===== src/rtl/entropy_pkg.sv =====
// Shared types and defaults for the entropy collector slice.
// Optional feature macro: ENTROPY_RCT_EN (Repetition Count Test).
package entropy_pkg;

  localparam int unsigned ENTROPY_DATA_WIDTH = 256;
  localparam int unsigned ENTROPY_RCT_CUTOFF = 32;
  localparam int unsigned BLOCK_COUNT_W      = 16;

  typedef enum logic [2:0] {
    ST_IDLE    = 3'd0,
    ST_COLLECT = 3'd1,
    ST_ISSUE   = 3'd2,
    ST_WAIT    = 3'd3,
    ST_FAIL    = 3'd4
  } entropy_collector_state_t;

  function automatic logic is_busy(input entropy_collector_state_t s);
    return (s != ST_IDLE) && (s != ST_FAIL);
  endfunction

endpackage


===== src/rtl/entropy_rct.sv =====
// Repetition Count Test: run-length counter on the raw stream with a sticky
// failure flag. Built only when ENTROPY_RCT_EN is defined.
module entropy_rct
  import entropy_pkg::*;
#(
  parameter int unsigned RCT_CUTOFF = ENTROPY_RCT_CUTOFF
) (
  input  logic clk,
  input  logic rst_n,
  input  logic clear,
  input  logic sample_valid,
  input  logic sample_bit,
  output logic trip,
  output logic fail
);

  logic [7:0] run_len;
  logic [7:0] run_next;
  logic       last_bit;
  logic       first;

  // The first sample after a clear always starts a fresh run of length 1.
  always_comb begin
    run_next = 8'd1;
    if (!first && (sample_bit == last_bit)) begin
      run_next = (run_len == 8'hFF) ? 8'hFF : run_len + 8'd1;
    end
    trip = sample_valid && (run_next >= 8'(RCT_CUTOFF));
  end

  always_ff @(posedge clk) begin
    if (!rst_n) begin
      run_len  <= '0;
      last_bit <= 1'b0;
      first    <= 1'b1;
      fail     <= 1'b0;
    end else begin
      if (clear) begin
        first <= 1'b1;
      end else if (sample_valid) begin
        run_len  <= run_next;
        last_bit <= sample_bit;
        first    <= 1'b0;
      end
      if (trip) begin
        fail <= 1'b1;
      end
    end
  end

endmodule


===== src/rtl/entropy_collector.sv =====
// Collects raw TRNG bits into DATA_WIDTH-bit blocks and hands them to the
// conditioner via start/done. ENTROPY_RCT_EN adds the Repetition Count Test.
module entropy_collector
  import entropy_pkg::*;
#(
  parameter int unsigned DATA_WIDTH = ENTROPY_DATA_WIDTH,
  parameter int unsigned RCT_CUTOFF = ENTROPY_RCT_CUTOFF
) (
  input  logic                     clk,
  input  logic                     rst_n,
  input  logic                     enable_i,
  input  logic                     raw_bit_i,
  input  logic                     raw_valid_i,
  output logic                     cond_start_o,
  output logic [DATA_WIDTH-1:0]    cond_msg_o,
  input  logic                     cond_done_i,
  output logic                     busy_o,
  output logic                     health_fail_o,
  output logic [BLOCK_COUNT_W-1:0] block_count_o
);

  localparam int unsigned     CNT_W    = $clog2(DATA_WIDTH);
  localparam logic [CNT_W-1:0] LAST_IDX = CNT_W'(DATA_WIDTH - 1);

  if ((RCT_CUTOFF < 2) || (RCT_CUTOFF > 255)) begin : g_cutoff_range
    $error("entropy_collector: RCT_CUTOFF must be within 2..255");
  end

  entropy_collector_state_t state_q, state_d;
  logic [CNT_W-1:0]         cnt_q, cnt_d;
  logic [DATA_WIDTH-1:0]    shift_q, shift_d;
  logic [DATA_WIDTH-1:0]    msg_d;
  logic [BLOCK_COUNT_W-1:0] count_d;
  logic                     rct_trip;

`ifdef ENTROPY_RCT_EN
  logic sample_live;

  // Discarded samples (enable dropping in COLLECT) do not feed the test.
  assign sample_live = raw_valid_i &&
                       (((state_q == ST_COLLECT) && enable_i) ||
                        (state_q == ST_ISSUE) || (state_q == ST_WAIT));

  entropy_rct #(
    .RCT_CUTOFF(RCT_CUTOFF)
  ) u_rct (
    .clk         (clk),
    .rst_n       (rst_n),
    .clear       (state_q == ST_IDLE),
    .sample_valid(sample_live),
    .sample_bit  (raw_bit_i),
    .trip        (rct_trip),
    .fail        (health_fail_o)
  );
`else
  assign rct_trip      = 1'b0;
  assign health_fail_o = 1'b0;
`endif

  always_comb begin
    state_d = state_q;
    cnt_d   = cnt_q;
    shift_d = shift_q;
    msg_d   = cond_msg_o;
    count_d = block_count_o;
    unique case (state_q)
      ST_IDLE: begin
        cnt_d = '0;
        if (enable_i) state_d = ST_COLLECT;
      end
      ST_COLLECT: begin
        if (!enable_i) begin
          cnt_d   = '0;
          state_d = ST_IDLE;
        end else if (rct_trip) begin
          state_d = ST_FAIL;
        end else if (raw_valid_i) begin
          shift_d = {shift_q[DATA_WIDTH-2:0], raw_bit_i};
          if (cnt_q == LAST_IDX) begin
            msg_d   = shift_d;
            cnt_d   = '0;
            state_d = ST_ISSUE;
          end else begin
            cnt_d = cnt_q + 1'b1;
          end
        end
      end
      ST_ISSUE: begin
        state_d = rct_trip ? ST_FAIL : ST_WAIT;
      end
      ST_WAIT: begin
        if (rct_trip) begin
          state_d = ST_FAIL;
        end else if (cond_done_i) begin
          count_d = block_count_o + 1'b1;
          state_d = enable_i ? ST_COLLECT : ST_IDLE;
        end
      end
      ST_FAIL: begin
        cnt_d   = '0;
        state_d = ST_FAIL;
      end
      default: state_d = ST_IDLE;
    endcase
  end

  // Start pulse and busy are registered from the next state so they line up
  // with the cycle the FSM actually occupies.
  always_ff @(posedge clk) begin
    if (!rst_n) begin
      state_q       <= ST_IDLE;
      cnt_q         <= '0;
      shift_q       <= '0;
      cond_msg_o    <= '0;
      cond_start_o  <= 1'b0;
      busy_o        <= 1'b0;
      block_count_o <= '0;
    end else begin
      state_q       <= state_d;
      cnt_q         <= cnt_d;
      shift_q       <= shift_d;
      cond_msg_o    <= msg_d;
      cond_start_o  <= (state_d == ST_ISSUE);
      busy_o        <= is_busy(state_d);
      block_count_o <= count_d;
    end
  end

endmodule


===== config.mk =====
export PLATFORM = sky130hd
export DESIGN_NAME = entropy_collector
export DESIGN_NICKNAME = d
export VERILOG_FILES = /design/src/rtl/entropy_pkg.sv /design/src/rtl/entropy_rct.sv /design/src/rtl/entropy_collector.sv
export SDC_FILE = /design/constraint.sdc
export NUM_CORES = 1
export LEC_CHECK = 0
export ABC_AREA = 1
export BUFFER_PORTS_ARGS = -buffer_cell sky130_fd_sc_hd__buf_2
export CAP_MARGIN = 20
export CORE_ASPECT_RATIO = 1.75
export CORE_MARGIN = 2
export CORE_UTILIZATION = 45
export DETAILED_ROUTE_END_ITERATION = 16
export PLACE_DENSITY_LB_ADDON = 0.12
export SLEW_MARGIN = 20
export SYNTH_ARGS = -nofsm -noshare
export SYNTH_HDL_FRONTEND = slang
export SYNTH_SLANG_ARGS = --single-unit

===== constraint.sdc =====
create_clock -name clk -period 1.6 [get_ports clk]
set_input_delay 0.16 -clock clk [delete_from_list [all_inputs] [get_ports clk]]
set_output_delay 0.16 -clock clk [all_outputs]
set_load 0.005 [all_outputs]

==> impl_metrics.toml, run 1 <==
[critical_path]
worst-path-max-fanout = 8
cpPeakStageDelay_ns = 0.36
crit_buf_inv = 6
worstRegToRegCells = 12
crit_type = "reg -> reg"
end_kind = "register"
cp_slowest_cell = "dfxtp_4"
cp_top_family = "buffers and inverters"
rr_endpoint = "cond_msg_o[130]"
arrival_ns = 2.23
rrSetupSlack_ns = -0.13
setup.worst_path.start_class = "register"
cp.required_ns = 2.09
crit_chain = "ha_4, nand3_4, inv_2, nand2_2, inv_2, nand3_4, buf_6, inv_16, buf_16, clkbuf_16, o21ai_2, nor2_1"
r2r_start = "cnt_q[1]"

[cts]
cts-root-buf = "clkbuf_16"
cts_tree = "done"
clock_path_buffers = 3
clkTransAtPathRegs_ns = 0.07
numCtsBuffers = 47
clk_latency_ns = 0.56
h-tree-depth = 2
cts_sinks = 540

[drt]
viasPerCell = 5.07
first_pass_iters = 5
drt-wirelength-per-cell_um = 16.1
vias = 16800
route.detailed.drc = 0
wl_um = 53200
drt-initial-drc-count = 963
detail-route-antenna-nets = 0

[global_route]
grt_first_pass_wirelength_um = 79400
antenna_found_initial = 0
grt_max_degree = 106
grt_use_total_pct = 21.5
grt_pass1_vias = 15700
overflow = 0

[placement]
io_buffer_count = 279
dp_hpwl_um = 30400
place_congestion = 0.806

[synthesis]
synth_area_leaders = "dfxtp_1 57%, nor2_1 20%, o21ai_0 9.4%"
syn-num-nets = 2437
seq_area_frac_synth_pct = 56.9
netlist_instances = 2429
yosysTopAreaCellShare_pct = 56.9
syn_area_sq_mm = 0.0190
ys_warn_count = 0
synth_largest_area_cell = "dfxtp_1"
syn_area_per_cell_sq_um = 7.83
synth_seq_cells = 540
synth_cell_types = 26

[pwr]
ir_worst_vdd_mv = 0.778
pwr-share-clk_pct = 44.0
p_int_mw = 20.7
leakagePower_nw = 12.0
sw_frac_of_total_pct = 21.9
p_seq_share_pct = 52.6
switchingPower_mw = 5.79
powerDensity_mw_per_mm2 = 1080
p_comb_share_pct = 3.4

[sta]
fin_hold_ws_ns = 0.0680
skew_ns = 0.0155
period_needed_ns = 1.73
hold_viol = 0
maxSlewViolCount = 0
setup-tns-final_ns = -16.10
layout_setup_ws_ns = -0.133
max_clock_freq_ghz = 0.577
final_min_period_over_clock_period_pct = 108
grt_setup_unrepaired = "true"
setup_viol = 254

[finish]
drive_gt1_share_pct = 23.3
syn_to_final_growth_pct = 29.2
antenna_cells = 0
nets = 2724

[floorplanning]
core.rowCount = 99
pin_count = 281
die_w_um = 159
core-area_sq_mm = 0.0417
chipHeight_um = 276
start_util_pct = 45.5
die-area_sq_mm = 0.0440

[min_path]
hold_path_end = "state_q[1]"
hold_class = "in -> reg"
min_from = "cond_done_i"
hold-path-cell-count = 6

[run]
cap_violations = 0

[status]
violations = "setup timing"
outcome = "complete, but fails checks"
[repair_timing]
item,CTS,global route
buffers inserted,12,3
hold endpoints to repair,26,0
pin swaps,10,103
gates resized for setup,104,182
cloned,6,28
hold buffers,3,0
endpoints found under the setup margin,262,427
[stage by stage]
stage | total power, mW | std cells | cell area [sq um] | utilization [%] | setup WS [ns]
after floorplan | 14.7 | 2429 | 19000 | - | 0.0829
after global placement | 15.0 | 3172 | 21200 | 50.8 | -0.105
after detailed placement | 15.0 | 3172 | 21200 | 50.8 | -0.121
after CTS | 26.6 | 3275 | 23400 | 56.0 | -0.0923
after global routing | 27.3 | 3304 | 24600 | 58.8 | -0.236
final | 26.4 | 3304 | 24600 | 58.8 | -0.133
[worst reg2reg max path, delay by kind of cell (launching register included)]
| kind | cells | cell delay [ns] |
|---|---|---|
| adder cells (fa/ha/maj) | 1 | 0.15 |
| buffers and inverters | 6 | 0.75 |
| AND/OR/NAND/NOR | 4 | 0.36 |
| AO/OA/AOI/OAI | 1 | 0.05 |
| flip-flops | 1 | 0.36 |
[layer usage]
metal	vias to the layer above	part of all wire, %	wire [um]	global-route usage, %
met5	-	0	0	0
met4	0	2.5	1340	7.06
met3	84	3.9	2080	2.64
met2	380	51	27300	39.0
met1	7930	42	22500	26.7
li1	8367	-	-	-
[Yosys cell counts]
| master | n |
|---|---|
| ha_1 | 2 |
| inv_1 | 55 |
| xor2_1 | 3 |
| nand3_1 | 12 |
| conb_1 | 1 |
| nand2_1 | 62 |
| a211oi_1 | 21 |
| nand4_1 | 4 |
| nor2_4 | 1 |
| o21ai_0 | 357 |
| buf_4 | 10 |
| a21oi_1 | 39 |
| a31oi_1 | 1 |
| buf_6 | 22 |
| xnor2_1 | 1 |
| buf_2 | 29 |
| dfxtp_1 | 540 |
| nor3_1 | 6 |
| nor2_1 | 994 |
| o21ai_1 | 148 |
| clkbuf_1 | 112 |
| nand4_2 | 1 |
| nand3_4 | 1 |
| buf_1 | 1 |
| inv_2 | 4 |
| nor3b_1 | 2 |
[cells by family (layout without fill, tap and decap cells)]
group	after synthesis	in the layout	synth area share (%)
and+or+nand+nor	1083	1083	21.8
buffers and inverters	233	553	5.86
AOI/OAI and AO/OA	566	566	15.2
other	1	1	0.0197
adders and majority gates	2	2	0.132
xor gates and xnor gates	4	4	0.184
DFF	540	540	56.9
[placed cells by master (no fill, tap or decap), types with 25 or more instances in the layout]
| cell type | count |
|---|---|
| o21ai_0 | 288 |
| nor2_1 | 961 |
| o21ai_2 | 106 |
| inv_1 | 52 |
| nand2_1 | 61 |
| buf_12 | 29 |
| o21ai_1 | 109 |
| buf_2 | 278 |
| a21oi_1 | 39 |
| clkbuf_16 | 73 |
| dfxtp_1 | 537 |
| buf_4 | 47 |
| nor2_2 | 25 |
[worst max-delay path by stage]
stage / to / startpoint / depth (start not counted)
6_report: cond_msg_o[130] / cnt_q[1] / 12
5_1_grt: cond_msg_o[128] / cnt_q[1] / 12
4_1_cts: cond_msg_o[139] / cnt_q[0] / 12
3_5_place_dp: cond_msg_o[161] / cnt_q[0] / 10
3_3_place_gp: cond_msg_o[35] / cnt_q[0] / 10
2_1_floorplan: cond_msg_o[243] / cnt_q[0] / 10
[state kept, by name, indices dropped and copies added, names as in the netlist]
register / flops
block_count_o: 16
busy_o: 1
cnt_q: 8
cond_msg_o: 256
cond_start_o: 1
shift_q: 255
state_q: 3
[power by group through the flow]
stage	Combinational, mW	Sequential (mW)	Clock, mW
detailed placement	0.821	14.2	0
finish	0.911	13.9	11.6
global route	1.02	13.9	12.4
global placement	0.805	14.2	0
floorplan	0.580	14.1	0
CTS	0.846	13.9	11.8
[area by class of cell]
| type | instances | area (sq um) |
|---|---|---|
| tap | 555 | 694 |
| clock buffer | 69 | 1420 |
| fill | 3866 | 17200 |
| inverter | 59 | 250 |
| timing repair buffer | 412 | 3560 |
| clock inverter | 13 | 146 |
| sequential | 540 | 10800 |
| multi-input combinational | 1656 | 7670 |
No activity file was read; power rests on OpenSTA's default activity.
==> run 2: changes to the inputs <==
- ABC_AREA: 1 -> not set
- SLEW_MARGIN: 20 -> 15
==> run 2 against run 1 <==
Effect of this change: the run still ends with setup timing left; highest routed layer unchanged; largest cell class unchanged; flip-flop and latch count unchanged; largest power group unchanged; combinational power down 37%; final cell count unchanged.
==> impl_metrics.toml, run 2 <==
[status]
violations = "setup timing"
outcome = "complete, but fails checks"

[floorplanning]
die_w_um = 159
core-area_sq_mm = 0.0415
start_util_pct = 45.4
core.rowCount = 99
pin_count = 281
chipHeight_um = 275
die-area_sq_mm = 0.0435

[sta]
layout_setup_ws_ns = -0.127
max_clock_freq_ghz = 0.579
hold_viol = 0
final_min_period_over_clock_period_pct = 108
skew_ns = 0.0179
grt_setup_unrepaired = "true"
fin_hold_ws_ns = 0.0646
setup_viol = 279
maxSlewViolCount = 0
setup-tns-final_ns = -16.24
period_needed_ns = 1.73

[global_route]
grt_use_total_pct = 21.5
overflow = 0
grt_first_pass_wirelength_um = 76800
grt_max_degree = 87
antenna_found_initial = 0
grt_pass1_vias = 15400

[cts]
h-tree-depth = 2
numCtsBuffers = 48
clock_path_buffers = 3
cts_tree = "done"
cts_sinks = 540
clk_latency_ns = 0.57
cts-root-buf = "clkbuf_16"
clkTransAtPathRegs_ns = 0.06

[pwr]
switchingPower_mw = 5.47
powerDensity_mw_per_mm2 = 1030
pwr-share-clk_pct = 46.0
p_comb_share_pct = 2.2
sw_frac_of_total_pct = 21.1
p_seq_share_pct = 51.8
p_int_mw = 20.5
power_mw = 26.0
leakagePower_nw = 9.49
ir_worst_vdd_mv = 0.966

[placement]
post-place-ws_ns = -0.200
dp_hpwl_um = 30200
io_buffer_count = 279
place_congestion = 0.789

[finish]
nets = 2719
syn_to_final_growth_pct = 33.9
layout_commonest_cell = "nand2_1"
largest_reg_flops = 256
drive_gt1_share_pct = 26.3
reg_top3 = "cond_msg_o x256, shift_q x255, block_count_o x16"
nFillCells = 3742
antenna_cells = 0
final_cell_mix = "959 x nand2_1, 532 x dfxtp_1, 439 x a21oi_1, 279 x buf_2, 87 x a21oi_2"
regMostFlops = "cond_msg_o"

[critical_path]
cpMostUsedCell = "clkbuf_16"
crit_buf_inv = 4
end_kind = "register"
arrival_ns = 2.22
crit_type = "reg -> reg"
cpPeakStageDelay_ns = 0.37
setup.worst_path.start_class = "register"
cp_top_family = "buffers and inverters"
crit_chain = "nand3b_4, nor4_4, buf_4, buf_6, clkbuf_16, clkbuf_16, nand2_1, a21oi_2"
cp.required_ns = 2.10
rrSetupSlack_ns = -0.13
worst-path-max-fanout = 8
cp_slowest_cell = "dfxtp_4"

[synthesis]
syn_area_per_cell_sq_um = 7.89
seq_area_frac_synth_pct = 57.4
synth_edf_count = 0
synthSimpleGateAreaFrac_pct = 23.1
synth-compound-area-share_pct = 14.7
synth_top_family_by_area = "simple AND/OR/NAND/NOR gates"
synth.most_common_cell = "nand2_1"
ys_async_sr_fraction_pct = 0
netlist_instances = 2386
ys_top_cells_by_count = "1043 x nand2_1, 540 x dfxtp_1, 526 x a21oi_1, 104 x clkbuf_1, 68 x buf_2"
synth_area_leaders = "dfxtp_1 57%, nand2_1 21%, a21oi_1 14%"
yosysTopAreaCellShare_pct = 57.4
synth_mux_area_share_pct = 0.106
synth_fa_ha_area_share_pct = 0.133
synth_cell_types = 46
synthFlopType = "dfxtp_1"
synth_seq_cells = 540
synthXorXnorAreaFrac_pct = 0.326
ys_warn_count = 0
syn-num-nets = 2394
synth_largest_area_cell = "dfxtp_1"
syn_area_sq_mm = 0.0188

[drt]
vias = 16900
first_pass_iters = 5
drt-initial-drc-count = 919
route.detailed.drc = 0
drt-wirelength-per-cell_um = 16.0
detail-route-antenna-nets = 0
viasPerCell = 5.12
wl_um = 53000

[run]
cap_violations = 0

[min_path]
hold_class = "in -> reg"
## run 2: tightest hold or removal path, cell delays in order
cell,delay [ns]
buf_2,0.15
buf_4,0.18
nand2_1,0.07
nor3_1,0.04
## run 2: through the flow
| stage | utilization (%) | cell area (sq um) | cells |
|---|---|---|---|
| final | 60.7 | 25200 | 3304 |
| after global routing | 60.7 | 25200 | 3304 |
| after global placement | 51.5 | 21400 | 3146 |
| after CTS | 57.3 | 23800 | 3269 |
| after detailed placement | 51.5 | 21400 | 3146 |
| after floorplan | - | 18800 | 2386 |
## run 2: kinds of logic (layout without fill, tap and decap cells)
logic type / count (synthesis) / in the layout
adder cells (fa/ha/maj): 2 / 2
flip-flops: 540 / 540
AO/OA/AOI/OAI: 547 / 547
AND/OR/NAND/NOR: 1108 / 1108
other: 1 / 1
buffers and inverters: 179 / 542
XOR/XNOR: 7 / 7
multiplexers: 2 / 2
## run 2: power groups by stage
stage / Sequential (mW) / Clock, mW / Combinational [mW]
after detailed placement: 13.7 / 0 / 0.484
after global placement: 13.7 / 0 / 0.482
after CTS: 13.4 / 12.2 / 0.556
after floorplan: 13.7 / 0 / 0.298
after global routing: 13.4 / 12.8 / 0.615
final: 13.4 / 12.0 / 0.572
## run 2: what timing repair did
| item | in CTS | in global routing |
|---|---|---|
| hold buffers | 3 | 0 |
| cloned | 10 | 31 |
| resized for setup | 65 | 209 |
| endpoints found under the hold margin | 4 | 0 |
| setup endpoints to repair | 514 | 446 |
| buffers inserted | 23 | 6 |
| pin swaps | 28 | 62 |
## run 2: per-layer routing
metal / wire, um / global-route usage, % / vias up
met2: 27400 / 38.0 / 397
met5: 0 / 0 / -
met1: 21700 / 26.2 / 8034
met3: 2390 / 3.12 / 86
met4: 1550 / 8.46 / 0
li1: - / - / 8384
## run 2: final timing paths
kind / startpoint / endpoint / cells after the start
hold reg to reg: cond_msg_o[41] / cond_msg_o[41] / 2
setup / recovery: state_q[1] / cond_msg_o[239] / 8
hold / removal: rst_n / state_q[2] / 4
setup reg to reg: state_q[1] / cond_msg_o[239] / 8
## run 2: final cells by class
cell class | count | area (sq um) | area share, %
Clock buffer | 71 | 1440 | 5.71
Sequential cell | 540 | 10800 | 42.9
Tap cell | 555 | 694 | 2.75
Timing Repair Buffer | 452 | 4050 | 16.1
Clock inverter | 17 | 201 | 0.799
Multi-Input combinational cell | 1667 | 7980 | 31.7
Inverter | 2 | 15.0 | 0.0596
